==> src/rtl/roberto_pkg.sv <==
// rtl/roberto_pkg.sv - shared encodings and constants for the roberto control unit
//
// Contents:
//   tx_state_t   TX FSM state codes (visible on db_estado)
//   rx_state_t   RX FSM state codes (visible on db_estado_rx)
//   tx_ctrl_t    bundle of TX-side control strobes
//   *_DEF        default frame characters
//   slot_load    one-hot command register load for a slot index

package roberto_pkg;

   typedef enum logic [3:0] {
      inicial        = 4'd0,
      preparacao     = 4'd1,
      mede           = 4'd2,
      espera_seg     = 4'd3,
      transmite      = 4'd4,
      espera_tx      = 4'd5,
      proximo_char   = 4'd6,
      proximo_sensor = 4'd7,
      fim_ciclo      = 4'd8
   } tx_state_t;

   typedef enum logic [2:0] {
      inicial_rx  = 3'd0,
      espera_byte = 3'd1,
      armazena    = 3'd2,
      incrementa  = 3'd3,
      realinha    = 3'd4
   } rx_state_t;

   typedef struct packed {
      logic zera_sensor;
      logic zera_serial;
      logic zera_seg;
      logic zera_2;
      logic zera_3;
      logic zera_recpcao;
      logic zera_servos;
      logic cont_seg;
      logic cont_2;
      logic cont_3;
      logic medir;
      logic partida_tx;
   } tx_ctrl_t;

   localparam logic [6:0] SYNC_CHAR_DEF = 7'h23;
   localparam logic [6:0] MIN_CMD_DEF   = 7'h30;
   localparam logic [6:0] MAX_CMD_DEF   = 7'h33;

   localparam int NUM_SENSORS      = 3;
   localparam int CHARS_PER_SENSOR = 4;
   localparam int NUM_SLOTS        = 3;

   localparam logic [1:0] LAST_SENSOR = 2'(NUM_SENSORS - 1);
   localparam logic [1:0] LAST_CHAR   = 2'(CHARS_PER_SENSOR - 1);
   localparam logic [1:0] LAST_SLOT   = 2'(NUM_SLOTS - 1);

   // Bit 0 drives carrega_reg_1; slot 3 has no register and loads nothing.
   function automatic logic [2:0] slot_load(input logic [1:0] slot);
      logic [2:0] load;
      case (slot)
         2'd0:    load = 3'b001;
         2'd1:    load = 3'b010;
         2'd2:    load = 3'b100;
         default: load = 3'b000;
      endcase
      return load;
   endfunction

endpackage

==> src/rtl/roberto_uc.sv <==
// rtl/roberto_uc.sv - roberto control unit: measurement/transmit FSM and command receive FSM
//
// Inputs:
//   clock, reset (sync, active-high), ligar (enable)
//   pronto_seg, pronto_serial        window end / transmitter done
//   pronto_recepcao, recepcao_serial receiver valid (level or pulse) and byte
//   Q_2, Q_3, Q_recepcao             datapath counter values
// Outputs:
//   zera_*                           synchronous clears for the datapath
//   cont_seg, cont_2, cont_3, cont_recepcao  counter enables
//   medir, partida_tx                measurement trigger, transmitter start
//   carrega_reg_1..3                 command register loads
//   db_estado, db_estado_rx          current TX / RX state codes

module roberto_uc
   import roberto_pkg::*;
#(
   parameter logic [6:0] SYNC_CHAR = SYNC_CHAR_DEF,
   parameter logic [6:0] MIN_CMD   = MIN_CMD_DEF,
   parameter logic [6:0] MAX_CMD   = MAX_CMD_DEF
) (
   input  logic       clock,
   input  logic       reset,
   input  logic       ligar,
   input  logic       pronto_seg,
   input  logic       pronto_serial,
   input  logic       pronto_recepcao,
   input  logic [6:0] recepcao_serial,
   input  logic [1:0] Q_2,
   input  logic [1:0] Q_3,
   input  logic [1:0] Q_recepcao,
   output logic       zera_sensor,
   output logic       zera_serial,
   output logic       zera_seg,
   output logic       zera_2,
   output logic       zera_3,
   output logic       zera_recpcao,
   output logic       zera_servos,
   output logic       cont_seg,
   output logic       cont_2,
   output logic       cont_3,
   output logic       cont_recepcao,
   output logic       medir,
   output logic       partida_tx,
   output logic       carrega_reg_1,
   output logic       carrega_reg_2,
   output logic       carrega_reg_3,
   output logic [3:0] db_estado,
   output logic [2:0] db_estado_rx
);

   tx_state_t  tx_state;
   tx_state_t  tx_next;
   rx_state_t  rx_state;
   rx_state_t  rx_next;
   tx_ctrl_t   tx_ctrl;
   logic [2:0] load;
   logic       cont_rx;
   logic       pronto_recepcao_d;
   logic       byte_rise;
   logic       byte_is_sync;
   logic       byte_is_cmd;

   always_ff @(posedge clock) begin
      if (reset) begin
         tx_state          <= inicial;
         rx_state          <= inicial_rx;
         pronto_recepcao_d <= 1'b0;
      end else begin
         tx_state          <= tx_next;
         rx_state          <= rx_next;
         pronto_recepcao_d <= pronto_recepcao;
      end
   end

   // A level held for many cycles yields a single rise, so one byte is taken once.
   assign byte_rise    = pronto_recepcao & ~pronto_recepcao_d;
   assign byte_is_sync = (recepcao_serial == SYNC_CHAR);
   assign byte_is_cmd  = (recepcao_serial >= MIN_CMD) && (recepcao_serial <= MAX_CMD);

   // TX: trigger measurement, wait for the window, then stream 3 x 4 characters.
   always_comb begin
      tx_next = tx_state;
      tx_ctrl = '0;
      case (tx_state)
         inicial: begin
            tx_ctrl.zera_sensor  = 1'b1;
            tx_ctrl.zera_serial  = 1'b1;
            tx_ctrl.zera_seg     = 1'b1;
            tx_ctrl.zera_2       = 1'b1;
            tx_ctrl.zera_3       = 1'b1;
            tx_ctrl.zera_recpcao = 1'b1;
            tx_ctrl.zera_servos  = 1'b1;
            tx_next              = preparacao;
         end
         preparacao: begin
            tx_ctrl.zera_seg = 1'b1;
            tx_ctrl.zera_2   = 1'b1;
            tx_ctrl.zera_3   = 1'b1;
            tx_next          = mede;
         end
         mede: begin
            tx_ctrl.medir = 1'b1;
            tx_next       = espera_seg;
         end
         espera_seg: begin
            tx_ctrl.cont_seg = 1'b1;
            if (pronto_seg) begin
               tx_next = transmite;
            end
         end
         transmite: begin
            tx_ctrl.partida_tx = 1'b1;
            tx_next            = espera_tx;
         end
         espera_tx: begin
            if (pronto_serial) begin
               tx_next = proximo_char;
            end
         end
         proximo_char: begin
            // Q_3 is the pre-increment value: 3 means the last character just went out.
            tx_ctrl.cont_3 = 1'b1;
            tx_next        = (Q_3 == LAST_CHAR) ? proximo_sensor : transmite;
         end
         proximo_sensor: begin
            tx_ctrl.cont_2 = 1'b1;
            tx_ctrl.zera_3 = 1'b1;
            tx_next        = (Q_2 == LAST_SENSOR) ? fim_ciclo : transmite;
         end
         fim_ciclo: begin
            tx_ctrl.zera_seg = 1'b1;
            tx_ctrl.zera_2   = 1'b1;
            tx_ctrl.zera_3   = 1'b1;
            tx_next          = mede;
         end
         default: begin
            tx_next = inicial;
         end
      endcase
      if (!ligar) begin
         tx_next = inicial;
      end
   end

   // RX: accept command bytes into slots 1..3; '#' realigns the slot counter to 0.
   always_comb begin
      rx_next = rx_state;
      load    = 3'b000;
      cont_rx = 1'b0;
      case (rx_state)
         inicial_rx: begin
            rx_next = espera_byte;
         end
         espera_byte: begin
            if (byte_rise) begin
               if (byte_is_sync) begin
                  rx_next = realinha;
               end else if (byte_is_cmd) begin
                  rx_next = armazena;
               end
            end
         end
         armazena: begin
            // Slot 3 should be unreachable; recover by realigning without a load.
            if (Q_recepcao == 2'd3) begin
               rx_next = realinha;
            end else begin
               load    = slot_load(Q_recepcao);
               rx_next = incrementa;
            end
         end
         incrementa: begin
            cont_rx = 1'b1;
            rx_next = (Q_recepcao == LAST_SLOT) ? realinha : espera_byte;
         end
         realinha: begin
            // Count the 2-bit slot counter forward until it wraps back to 0.
            cont_rx = (Q_recepcao != 2'd0);
            if (Q_recepcao == 2'd0) begin
               rx_next = espera_byte;
            end
         end
         default: begin
            rx_next = inicial_rx;
         end
      endcase
      if (!ligar) begin
         rx_next = inicial_rx;
      end
   end

   assign zera_sensor   = tx_ctrl.zera_sensor;
   assign zera_serial   = tx_ctrl.zera_serial;
   assign zera_seg      = tx_ctrl.zera_seg;
   assign zera_2        = tx_ctrl.zera_2;
   assign zera_3        = tx_ctrl.zera_3;
   assign zera_recpcao  = tx_ctrl.zera_recpcao;
   assign zera_servos   = tx_ctrl.zera_servos;
   assign cont_seg      = tx_ctrl.cont_seg;
   assign cont_2        = tx_ctrl.cont_2;
   assign cont_3        = tx_ctrl.cont_3;
   assign medir         = tx_ctrl.medir;
   assign partida_tx    = tx_ctrl.partida_tx;
   assign cont_recepcao = cont_rx;
   assign carrega_reg_1 = load[0];
   assign carrega_reg_2 = load[1];
   assign carrega_reg_3 = load[2];
   assign db_estado     = tx_state;
   assign db_estado_rx  = rx_state;

endmodule

==> config.mk <==
export PLATFORM = sky130hd
export DESIGN_NAME = roberto_uc
export DESIGN_NICKNAME = d
export VERILOG_FILES = /design/src/rtl/roberto_pkg.sv /design/src/rtl/roberto_uc.sv
export SDC_FILE = /design/constraint.sdc
export NUM_CORES = 1
export LEC_CHECK = 0
export ABC_AREA = 1
export BUFFER_PORTS_ARGS = -buffer_cell sky130_fd_sc_hd__buf_2
export CAP_MARGIN = 30
export CORE_MARGIN = 1
export CORE_UTILIZATION = 38
export CTS_CLUSTER_SIZE = 40
export DETAILED_ROUTE_END_ITERATION = 7
export GPL_ROUTABILITY_DRIVEN = 0
export PLACE_DENSITY_LB_ADDON = 0.1
export SYNTH_ARGS = -nofsm -noshare
export SYNTH_HDL_FRONTEND = slang
export SYNTH_SLANG_ARGS = --single-unit
==> constraint.sdc <==
create_clock -name clock -period 0.95 [get_ports clock]
set_input_delay 0.0475 -clock clock [delete_from_list [all_inputs] [get_ports clock]]
set_output_delay 0.0475 -clock clock [all_outputs]
set_load 0.05 [all_outputs]
==> results of run 1 <==
## through the flow
step                cell area, um2  cells  setup slack (ns)
global placement              1130    190            -0.148
detailed placement            1130    190            -0.162
CTS                           1510    206            -0.320
floorplan                      856    118            -0.407
## what timing repair did
action,CTS
endpoints found under the setup margin,27
pin swaps,13
hold endpoints to repair,1
hold buffers,1
setup buffers,11
resized for setup,77
## cell families after synthesis
group	synth area share
AOI/OAI and AO/OA	0.0745
buffers and inverters	0.180
DFF	0.233
and+or+nand+nor	0.513
## Yosys cell counts (all sizes together)
| library cell | n | area (um2) |
|---|---|---|
| nand3 | 10 | 55.1 |
| inv | 25 | 93.8 |
| o22ai | 1 | 6.26 |
| o21bai | 1 | 7.51 |
| a21oi | 4 | 20.0 |
| nor2 | 28 | 130 |
| nand3b | 2 | 15.0 |
| a21boi | 1 | 7.51 |
| nor3 | 4 | 25.0 |
| nor2b | 1 | 6.26 |
| buf | 4 | 30.0 |
| o21ai | 2 | 10.0 |
| nand2 | 23 | 96.4 |
| dfxtp | 8 | 160 |
| nand4 | 4 | 25.0 |
==> summary.txt, run 1 <==
Synthesis
  – Sequential share of the synthesized area: 0.233
  – Cell variety after synth: 23
  – #FFs+latches synth: 8
  – Yosys Warn Count: 0
  – Cell Area, Synth: roughly 690 um2
  – Cells after Synth: 118
  – Mean Syn Cell Area: 5.83 um2
  – Synthesized Nets: between 100 and 150

Place
  – PortBufs: 41
  – Post-DP HPWL: between 1500 and 2000 um

Clock network
  – CTS root buf: clkbuf_4
  – Total CTS buffers: 3
  – Maximum root-to-sink buffer count: 2
  – Deepest level of the CTS H-tree: 1
  – Clk sink count: 8

Global route
  – Largest net degree at the start of global routing: 7
  – Initial antenna violation count: 0

Die
  – Die X: around 45 um
  – I/O pin total: 42
  – Die height: between 40 and 50 um
  – Initial Utilization: 0.403
  – FP Rows: 15

STA
  – Worst ep type: primary output
  – GRT worst endpoint: partida_tx

Status
  – Status: aborted with a tool error
  – Tool error: [ERROR DPL-0033] detailed placement checks failed during check placement.
  – Failed at: global routing (5_1_grt)
==> inputs of run 2 (changes only) <==
--- a/config.mk
+++ b/config.mk
@@ -8,12 +8,11 @@
 export ABC_AREA = 1
 export BUFFER_PORTS_ARGS = -buffer_cell sky130_fd_sc_hd__buf_2
 export CAP_MARGIN = 30
-export CORE_MARGIN = 1
-export CORE_UTILIZATION = 38
-export CTS_CLUSTER_SIZE = 40
+export CORE_AREA = 2 2 63 65
 export DETAILED_ROUTE_END_ITERATION = 7
+export DIE_AREA = 0 0 65 67
 export GPL_ROUTABILITY_DRIVEN = 0
-export PLACE_DENSITY_LB_ADDON = 0.1
+export PLACE_DENSITY_LB_ADDON = 0.15
 export SYNTH_ARGS = -nofsm -noshare
 export SYNTH_HDL_FRONTEND = slang
 export SYNTH_SLANG_ARGS = --single-unit
==> constraint.sdc (replaced) <==
create_clock -name clock -period 1.2 [get_ports clock]
set_input_delay 0.06 -clock clock [delete_from_list [all_inputs] [get_ports clock]]
set_output_delay 0.06 -clock clock [all_outputs]
set_load 0.05 [all_outputs]
==> run 2 against run 1 <==
Compared with the run above:
- synthesized area did not move
- the flow now finishes, with violations (negative setup slack)
- synthesized cell count stayed put
==> summary.txt, run 2 <==
Setup path
  – Critical Path AT: 1.17 ns
  – Worst path slowest cell: dfxtp_4
  – Worst r2r dst: db_estado[1]
  – CP bufs+invs: 3
  – CP peak stage delay: roughly 0.36 ns
  – Worst Path Max Fanout: 5
  – Crit. End Element: primary output
  – RR Startpoint: db_estado[1]
  – Crit. Startpoint: db_estado[1]
  – CP dominant cell by count: buf_6
  – CP cell instances: inv_4 > nand2_4 > buf_6 > nor2_4 > buf_6
  – CP delay by family, top: buffers and inverters
  – End of the critical path: zera_sensor
  – CP Launch Type: register
  – Worst reg-to-reg path cell count: 8
  – Crit path depth: 5
  – Crit path kind: register to primary output
  – R2r setup slk: approximately 0.080 ns
  – CP required: approximately 1.1 ns

STA
  – Skew final: 0.00307 ns
  – RSZ-0062 raised after global routing: yes
  – Fin worst setup slack: -0.0251 ns
  – Worst-Margin Slew: around 0.25 ns
  – Tcrit/Tclk final: 1.02
  – Final min period: between 1 and 1.5 ns
  – Slew Limit Fails: 0
  – Worst rel slew slack: 0.833
  – Max Clock Freq: 816 MHz
  – Setup violations, final: 4
  – Final Hold Vio Count: 0

Synthesis
  – Cells after Synth: 118 (unchanged)
  – Post-Synth Adder-Cell Area: 0 (unchanged)
  – FFs w/ async S/R, synth: 0 (unchanged)
  – Sequential share of the synthesized area: 0.233 (unchanged)
  – Synth Flop Type: dfxtp_1
  – #FFs+latches synth: 8 (unchanged)
  – Xor-xnor portion of the synthesized cell area: 0 (unchanged)
  – Synth top area share: 0.233 (unchanged)
  – Mean Syn Cell Area: 5.83 um2 (unchanged)
  – Synth Area in Simple Gates: 0.513 (unchanged)
  – Leading post-synthesis cells by cell area: dfxtp_1 (23%), nor2_1 (12%), inv_1 (11%), nand2_1 (11%), nand3_1 (6.5%)
  – Yosys top cell by area: dfxtp_1
  – Yosys Warn Count: 0 (unchanged)
  – Cell Area, Synth: 688 um2 (unchanged)
  – Synthesized Nets: 137 (unchanged)
  – Main combinational cell family by area after synthesis: simple AND/OR/NAND/NOR gates
  – EDFF count, synth: 0 (unchanged)
  – Multiplexer share of the synthesized area: 0 (unchanged)
  – Synth cell count leaders: nor2_1 (22), inv_1 (21), nand2_1 (21)
  – Post-synthesis compound-gate area fraction: 0.0745 (unchanged)
  – Dominant cell by count in the synthesized netlist: nor2_1
  – Cell variety after synth: 23 (unchanged)

Status
  – Status: finished, violations left
  – Failing checks: negative setup slack

Die
  – Die X: 65 um (+46%)
  – DIE AREA: ~4400 um2
  – I/O pin total: 42 (unchanged)
  – Die height: 67 um (+50%)
  – Initial Utilization: 0.191 (-0.212)
  – FP Rows: 22 (+7)
  – Core Area: approximately 3600 um2

Clock network
  – Maximum root-to-sink buffer count: 2 (unchanged)
  – # hold bufs at CTS: 0 (-1)
  – Total CTS buffers: 3 (unchanged)
  – CTS tree: built
  – CTS root buf: clkbuf_8
  – Clk sink count: 8 (unchanged)
  – Deepest level of the CTS H-tree: 1 (unchanged)
  – Worst skew pair latency: roughly 0.22 ns
  – Clk slew on worst S/H paths: ~0.04 ns

Route
  – Via count: approximately 880
  – Detailed-route wire length: approximately 1900 um
  – Post-route DRC: 0
  – Vias per inst: around 4.1
  – First-iteration detailed-routing DRC count: 14
  – DR pass1 iterations: 4
  – Avg WL per Cell: just under 9 um
  – Post-route antenna net violation count: 0

Layout
  – Ant diodes: 0
  – Max reg flops: 4
  – Commonest non-fill, non-tap cell in the layout: buf_2
  – Nets@finish: ~190
  – P&R area growth vs syn: 88.4%
  – Layout cell share with drive strength beyond 1: 0.560
  – Most frequent cells in the layout: buf_2 (25), nand2_1 (18), inv_1 (15)
  – Fill cells: 403

Pwr
  – Power Density: ~760 nW/um2
  – P_leak: between 0.0006 and 0.0007 uW
  – Peak supply drop: about 240 uV
  – Final Total Pwr: 984 uW

Hold path
  – Tightest Hold Check Type: input pin to register

Global route
  – All-Layer GR Usage: 0.0961
  – GRT overflow: 0
  – Largest net degree at the start of global routing: 9
  – Vias in the first global route: between 700 and 800
  – Global-route wire length before repair: 3170 um
  – Initial antenna violation count: 0

Place
  – Post-DP HPWL: 1660 um (+3.9%)
  – Pre-CTS setup slack: 0.0277 ns (+0.190 ns)
  – PortBufs: 41 (unchanged)

Flow run
  – Total of max-cap violations: 0
==> run 2: cell counts after synthesis <==
No cell type changed its count.
==> run 2: power breakdown <==
group          switching (uW)  internal [uW]  leakage (uW)
logic                     231            144      0.000528
registers                17.0            268     0.0000702
clock network            94.7            229     0.0000228
==> run 2: logic make-up after synthesis <==
group,Yosys count
AND/OR/NAND/NOR,72
buffers and inverters,29
AO/OA/AOI/OAI,9
flip-flops,8
==> run 2: timing repair <==
item | 4_1_cts | 5_1_grt
endpoints found under the setup margin | 15 | 17
setup buffers | 3 | 3
pin swaps | 3 | 3
resized for setup | 36 | 13
==> run 2: layout make-up <==
type / instances / area (um2) / area share
Clock buffer: 4 / 45.0 / 0.0347
Inverter: 25 / 109 / 0.0840
Multi-Input combinational cell: 81 / 522 / 0.403
Timing Repair Buffer: 50 / 377 / 0.291
Sequential cell: 8 / 184 / 0.142
Tap cell: 48 / 60.1 / 0.0463
==> run 2: per-stage QoR <==
step	hold WS (ns)	cells	area (um2)	TNS, ns	utilization
2_1_floorplan	0.132	118	825	-0.790	-
3_3_place_gp	0.239	206	1070	0	0.296
3_5_place_dp	0.238	206	1070	0	0.296
4_1_cts	0.00212	213	1240	-0.192	0.344
5_1_grt	0.00762	216	1300	-0.477	0.359
6_report	0.00755	216	1300	-0.0974	0.359
==> run 2: metal layers <==
layer,GRT usage,up-vias,part of all wire
met4,0.0718,0,0.018
met1,0.102,378,0.40
met3,0.00845,2,0.078
met2,0.177,37,0.50
met5,0,-,0
li1,-,464,-
==> run 2: worst register-to-register path: stages, from the launching register on <==
cell	delay, ns
dfxtp_4	0.37
inv_4	0.05
buf_4	0.12
buf_4	0.12
nand3_1	0.08
nor2_2	0.05
nor2_2	0.09
nand2_1	0.06
a21oi_1	0.11
==> run 2: worst min path at each step <==
stage | start | endpoint | slack (ns) | cells past startpoint
floorplan | reset | pronto_recepcao_d | 0.13 | 1
global placement | reset | pronto_recepcao_d | 0.24 | 2
detailed placement | reset | pronto_recepcao_d | 0.24 | 2
CTS | reset | pronto_recepcao_d | 0.002 | 2
global route | reset | pronto_recepcao_d | 0.008 | 2
finish | reset | pronto_recepcao_d | 0.008 | 2
Note: power is estimated with default switching activity, not from simulation.
==> inputs of run 3 (changes only) <==
--- a/config.mk
+++ b/config.mk
@@ -6,11 +6,11 @@
 export NUM_CORES = 1
 export LEC_CHECK = 0
 export ABC_AREA = 1
-export BUFFER_PORTS_ARGS = -buffer_cell sky130_fd_sc_hd__buf_2
 export CAP_MARGIN = 30
 export CORE_AREA = 2 2 63 65
 export DETAILED_ROUTE_END_ITERATION = 7
 export DIE_AREA = 0 0 65 67
+export DONT_BUFFER_PORTS = 1
 export GPL_ROUTABILITY_DRIVEN = 0
 export PLACE_DENSITY_LB_ADDON = 0.15
 export SYNTH_ARGS = -nofsm -noshare
==> constraint.sdc (replaced) <==
create_clock -name clock -period 1.07 [get_ports clock]
set_input_delay 0.0535 -clock clock [delete_from_list [all_inputs] [get_ports clock]]
set_output_delay 0.0535 -clock clock [all_outputs]
set_load 0.05 [all_outputs]
==> run 3 against run 2 <==
Compared with the run above:
- the flow still finishes with violations (negative setup slack)
- clock power grew 19%
- via count grew 0.79%
- final area increased by 16%
- combinational power up 11%
- routed wire length grew 25%
- non-clock buffer count down 5
- cell count shrank 2.3%
- clock skew is 0.0028 ns lower
- largest cell class unchanged
==> summary.txt, run 3 (synthesis gave the netlist of run 2 again) <==
Global route
  – All-Layer GR Usage: 0.111 (+0.0151)
  – Vias in the first global route: 917 (+16%)
  – Largest net degree at the start of global routing: 7 (-2)
  – Global-route wire length before repair: 3820 um (+20%)
  – GRT overflow: 0 (unchanged)
  – Initial antenna violation count: 0 (unchanged)

Clock network
  – Deepest level of the CTS H-tree: 1 (unchanged)
  – Total CTS buffers: 3 (unchanged)
  – Clk slew on worst S/H paths: 0.05 ns (about the same)
  – CTS root buf: clkbuf_8
  – CTS tree: built
  – Maximum root-to-sink buffer count: 2 (unchanged)
  – Worst skew pair latency: 0.22 ns (about the same)
  – Clk sink count: 8 (unchanged)

STA
  – Setup TNS: -2.69 ns (-2.60 ns)
  – Tcrit/Tclk final: 1.18
  – Slew Limit Fails: 0 (unchanged)
  – Fin worst setup slack: -0.198 ns (-0.173 ns)
  – Final Hold Vio Count: 0 (unchanged)
  – Final min period: approximately 1.3 ns
  – Worst rel slew slack: 0.780 (-0.0532)
  – Max Clock Freq: a little under 800 MHz
  – Skew final: 0.000243 ns (-0.00282 ns)
  – Worst-Margin Slew: 0.329 ns (+0.0773 ns)
  – Setup violations, final: 21 (+17)
  – RSZ-0062 raised after global routing: yes

Die
  – I/O pin total: 42 (unchanged)
  – Initial Utilization: 0.191 (unchanged)
  – FP Rows: 22 (unchanged)
  – Die X: 65 um (unchanged)
  – Core Area: 3610 um2 (unchanged)
  – Die height: 67 um (unchanged)
  – DIE AREA: 4360 um2 (unchanged)

Pwr
  – Power Density: 744 nW/um2 (-1.9%)
  – Internal power: 706 uW (+10%)
  – Switching power total: 413 uW (+21%)
  – Sequential Power Share: 0.282 (-0.008)
  – Peak supply drop: 271 uV (+13%)
  – Clock share of power: 0.345 (+0.016)
  – Sw Ratio: 0.369 (+0.0209)
  – P_leak: 0.000645 uW (+3.9%)
  – Gate power share: 0.373 (-0.008)
  – Final Total Pwr: 1120 uW (+14%)

Status
  – Status: finished, violations left
  – Failing checks: negative setup slack

Hold path
  – Tightest Hold Check Type: input pin to register
  – Hold Crit Depth: 3 (+1)

Setup path
  – CP cell instances: inv_4 > nand2_4 > buf_6 > nor2_4 > buf_12
  – Crit path depth: 5 (unchanged)
  – CP peak stage delay: 0.37 ns (about the same)
  – CP Launch Type: register
  – Crit. End Element: primary output
  – CP bufs+invs: 3 (unchanged)
  – CP delay by family, top: buffers and inverters
  – Worst reg-to-reg path cell count: 8 (unchanged)
  – Crit path kind: register to primary output
  – Worst path slowest cell: dfxtp_4
  – CP required: 1.02 ns (-0.12 ns)
  – Worst Path Max Fanout: 4 (-1)
  – Critical Path AT: 1.21 ns (+0.04 ns)

Place
  – Post-DP HPWL: 1690 um (+1.9%)
  – PortBufs: 0 (-100%)
  – Number of cells after detailed placement: 186 (-9.7%)

Layout
  – Max reg flops: 4 (unchanged)
  – Fill cells: 359 (-11%)
  – Most frequent cells in the layout: buf_4 (18), nand2_1 (15), buf_6 (15)
  – Final Non-Filler Cells: 211 (-2.3%)
  – Nets@finish: 183 (-2.7%)
  – Commonest non-fill, non-tap cell in the layout: buf_4
  – Ant diodes: 0 (unchanged)
  – Reg area: 186 um2 (+1.4%)
  – Core Util, Final: 0.417 (+0.0573)
  – P&R area growth vs syn: 118%
  – Area of the multi-input gates: 609 um2 (+17%)
  – Layout cell share with drive strength beyond 1: 0.607 (+0.0478)

Route
  – Detailed-route wire length: 2410 um (+25%)
  – Post-route antenna net violation count: 0 (unchanged)
  – Via count: 888 (+0.79%)
  – DR pass1 iterations: 4 (unchanged)
  – Vias per inst: 4.21 (+3.2%)
  – First-iteration detailed-routing DRC count: 21 (+7)
  – Post-route DRC: 0 (unchanged)
  – Avg WL per Cell: 11.4 um (+28%)

Flow run
  – Total of max-cap violations: 0 (unchanged)
-- run 3: worst reg2reg max path, stage by stage, from the launching register on --
cell     delay [ns]
dfxtp_4        0.36
inv_4          0.05
nor2_4         0.12
buf_6          0.12
buf_6          0.08
nand4_1        0.10
nand3_1        0.14
nand2_1        0.08
a21oi_2        0.11
-- run 3: layout make-up --
cell class | instances | area share
multi-input combinational | 81 | 0.405
timing repair buffer | 45 | 0.326
inverter | 25 | 0.0749
sequential | 8 | 0.124
tap | 48 | 0.0400
clock buffer | 4 | 0.0300
-- run 3: metal layers --
metal  vias up  wire length (um)  GRT usage
met3         4                89     0.0169
met5         -                 0          0
met2        20              1320      0.197
li1        452                 -          -
met4         0                39     0.0532
met1       412               957      0.130
-- run 3: worst paths after layout --
check | start | endpoint | slack (ns)
worst max-delay path | db_estado[3] | zera_recpcao | -0.20
worst min-delay path | Q_2[0] | db_estado[3] | 0.01
worst max register to register | db_estado[2] | db_estado[1] | -0.16
worst min register to register | db_estado_rx[0] | db_estado_rx[2] | 0.64
-- run 3: repair_timing --
| item | in CTS | in global routing |
|---|---|---|
| setup buffers | 14 | 3 |
| hold endpoints to repair | 3 | 1 |
| pin swaps | 18 | 14 |
| resized for setup | 38 | 10 |
| hold buffers | 4 | 1 |
| endpoints found under the setup margin | 22 | 23 |
-- run 3: power groups by stage --
| stage | Combinational, uW | Sequential [uW] | Clock [uW] |
|---|---|---|---|
| floorplan | 251 | 345 | 0 |
| global placement | 329 | 320 | 0 |
| detailed placement | 331 | 319 | 0 |
| CTS | 407 | 315 | 395 |
| global route | 445 | 316 | 405 |
| finish | 418 | 315 | 386 |
-- run 3: stage by stage --
| stage | area (um2) | setup slack (ns) | hold slack (ns) |
|---|---|---|---|
| 2_1_floorplan | 835 | -0.287 | 0.126 |
| 3_3_place_gp | 1100 | -0.0265 | 0.127 |
| 3_5_place_dp | 1100 | -0.0648 | 0.131 |
| 4_1_cts | 1440 | -0.191 | 0.00968 |
| 5_1_grt | 1500 | -0.241 | 0.0276 |
| 6_report | 1500 | -0.198 | 0.0148 |
==> inputs of run 4 (changes only) <==
--- a/config.mk
+++ b/config.mk
@@ -8,6 +8,7 @@
 export ABC_AREA = 1
 export CAP_MARGIN = 30
 export CORE_AREA = 2 2 63 65
+export CTS_BUF_LIST = sky130_fd_sc_hd__clkbuf_4
 export DETAILED_ROUTE_END_ITERATION = 7
 export DIE_AREA = 0 0 65 67
 export DONT_BUFFER_PORTS = 1
==> run 4 against run 3 <==
Compared with the run above:
- the run still ends with negative setup slack left
- clock-buffer cell count is the same
- combinational power is essentially flat
- worst setup slack lost 0.029 ns
- register-to-register slack gained 0.02 ns
- maximum frequency shrank 2.2%
- final area shrank 2.0%
- clock skew is essentially flat
- hold slack gained 0.055 ns
- sequential power is essentially flat
- flip-flop and latch count is the same
- non-clock buffer count is the same
- first-iteration DRC count is the same
==> summary.txt, run 4 (synthesis gave the netlist of run 2 again) <==
Setup path
  – Worst path slowest cell: dfxtp_4
  – CP required: 1.02 ns (about the same)
  – CP peak stage delay: 0.37 ns (about the same)
  – CP cell instances: inv_4 > nand2_4 > buf_6 > nor2_4 > buf_12
  – CP Launch Type: register
  – R2r setup slk: -0.14 ns (+0.02 ns)
  – Worst Path Max Fanout: 4 (unchanged)
  – Worst r2r dst: db_estado_rx[0]
  – Crit path kind: register to primary output
  – Critical Path AT: 1.24 ns (+0.03 ns)
  – Worst reg-to-reg path cell count: 9 (+1)
  – Crit. End Element: primary output
  – RR Startpoint: db_estado_rx[2]

Layout
  – Most frequent cells in the layout: buf_4 (18), nand2_1 (16), inv_1 (13), nor2_1 (13), buf_6 (13)
  – Final Non-Filler Cells: 211 (unchanged)
  – Ant diodes: 0 (unchanged)
  – Commonest non-fill, non-tap cell in the layout: buf_4
  – P&R area growth vs syn: 114%
  – Nets@finish: 183 (unchanged)
  – Max reg flops: 4 (unchanged)
  – Layout cell share with drive strength beyond 1: 0.589 (-0.0184)

Global route
  – Vias in the first global route: 912 (-0.55%)
  – Global-route wire length before repair: 3900 um (+2.0%)
  – GRT overflow: 0 (unchanged)
  – Largest net degree at the start of global routing: 7 (unchanged)
  – Initial antenna violation count: 0 (unchanged)
  – All-Layer GR Usage: 0.114 (+0.00285)

Place
  – Pre-CTS setup slack: -0.0648 ns (unchanged)
  – Post-DP HPWL: 1690 um (unchanged)
  – PortBufs: 0 (unchanged)
  – Number of cells after detailed placement: 186 (unchanged)

Route
  – Post-route antenna net violation count: 0 (unchanged)
  – Avg WL per Cell: 10.8 um (-5.7%)
  – First-iteration detailed-routing DRC count: 21 (unchanged)
  – Detailed-route wire length: 2270 um (-5.7%)
  – Post-route DRC: 0 (unchanged)
  – Via count: 877 (-1.2%)
  – DR pass1 iterations: 4 (unchanged)
  – Vias per inst: 4.16 (-1.2%)

Die
  – Initial Utilization: 0.191 (unchanged)
  – FP Rows: 22 (unchanged)
  – Die height: 67 um (unchanged)
  – Core Area: 3610 um2 (unchanged)
  – DIE AREA: 4360 um2 (unchanged)
  – I/O pin total: 42 (unchanged)
  – Die X: 65 um (unchanged)

STA
  – Worst-Margin Slew: 0.329 ns (+0.000000358 ns)
  – Worst rel slew slack: 0.780 (about the same)
  – Slew Limit Fails: 0 (unchanged)
  – Final Hold Vio Count: 0 (unchanged)
  – Setup TNS: -2.97 ns (-0.280 ns)
  – Max Clock Freq: 771 MHz (-2.2%)
  – Final min period: 1.30 ns (+0.0290 ns)
  – Setup violations, final: 22 (+4.8%)
  – Fin worst setup slack: -0.227 ns (-0.0290 ns)
  – Tcrit/Tclk final: 1.21 (+0.0271)
  – Skew final: 0.000166 ns (-0.0000776 ns)
  – RSZ-0062 raised after global routing: yes

Status
  – Status: finished, violations left
  – Failing checks: negative setup slack

Clock network
  – CTS tree: built
  – Clk sink count: 8 (unchanged)
  – CTS root buf: clkbuf_4
  – Deepest level of the CTS H-tree: 1 (unchanged)
  – Clk slew on worst S/H paths: 0.06 ns (about the same)
  – Maximum root-to-sink buffer count: 2 (unchanged)
  – Total CTS buffers: 3 (unchanged)
  – Worst skew pair latency: 0.26 ns (+0.04 ns)

Hold path
  – Hold Path Sink: db_estado_rx[0]
  – HP Start: reset
  – Tightest Hold Check Type: input pin to register
  – Hold Crit Depth: 4 (+1)

Flow run
  – Total of max-cap violations: 0 (unchanged)

Pwr
  – P_leak: 0.000632 uW (-2.0%)
  – Power Density: 690 nW/um2 (-7.3%)
  – Peak supply drop: 270 uV (-0.28%)
## run 4: changes by cell type in the layout (fill, tap and decap cells not counted), sizes merged
cell,change
dlygate4sd3,+2
buf,-2
## run 4: layout make-up
class | instances | area, um2
clock buffers | 4 | 30.0
fillers | 367 | 2130
inverters | 25 | 115
multi-input cells | 81 | 594
flip-flops and latches | 8 | 186
well taps | 48 | 60.1
repair buffers | 45 | 487
## run 4: worst max path at each step
stage	cells past startpoint	to	slack, ns	from
3_3_place_gp	8	db_estado[2]	-0.03	db_estado[3]
2_1_floorplan	8	db_estado[2]	-0.29	db_estado[3]
3_5_place_dp	7	db_estado[1]	-0.06	db_estado[2]
4_1_cts	5	zera_recpcao	-0.23	db_estado[2]
5_1_grt	5	zera_serial	-0.27	db_estado[1]
6_report	5	zera_recpcao	-0.23	db_estado[3]
## run 4: worst max-delay path: cells and delay by family, from the launching register on
family | cells | cell delay, ns
buffers and inverters | 3 | 0.43
AND/OR/NAND/NOR | 2 | 0.18
flip-flops | 1 | 0.37
## run 4: where the power goes
part	internal, uW	switching, uW
combinational	156	264
clock	169	115
sequential	296	17.5
## run 4: stage by stage
stage	total power (uW)	hold WS (ns)	area, um2	util
3_5_place_dp	651	0.131	1100	0.304
5_1_grt	1070	0.0906	1470	0.408
3_3_place_gp	648	0.127	1100	0.304
2_1_floorplan	596	0.126	835	-
6_report	1020	0.0694	1470	0.408
4_1_cts	1020	0.0591	1420	0.393
## run 4: per-layer routing
| metal | track usage | routed length (um) |
|---|---|---|
| met5 | 0 | 0 |
| met4 | 0.0559 | 40 |
| met3 | 0.0236 | 91 |
| met2 | 0.201 | 1230 |
| met1 | 0.130 | 913 |
## run 4: timing repair
action / in CTS / in global routing
setup buffers: 14 / 1
hold buffers: 6 / 0
gates resized for setup: 31 / 12
pin swaps: 19 / 18
setup endpoints to repair: 22 / 23
endpoints found under the hold margin: 4 / 0
gates cloned: 0 / 0
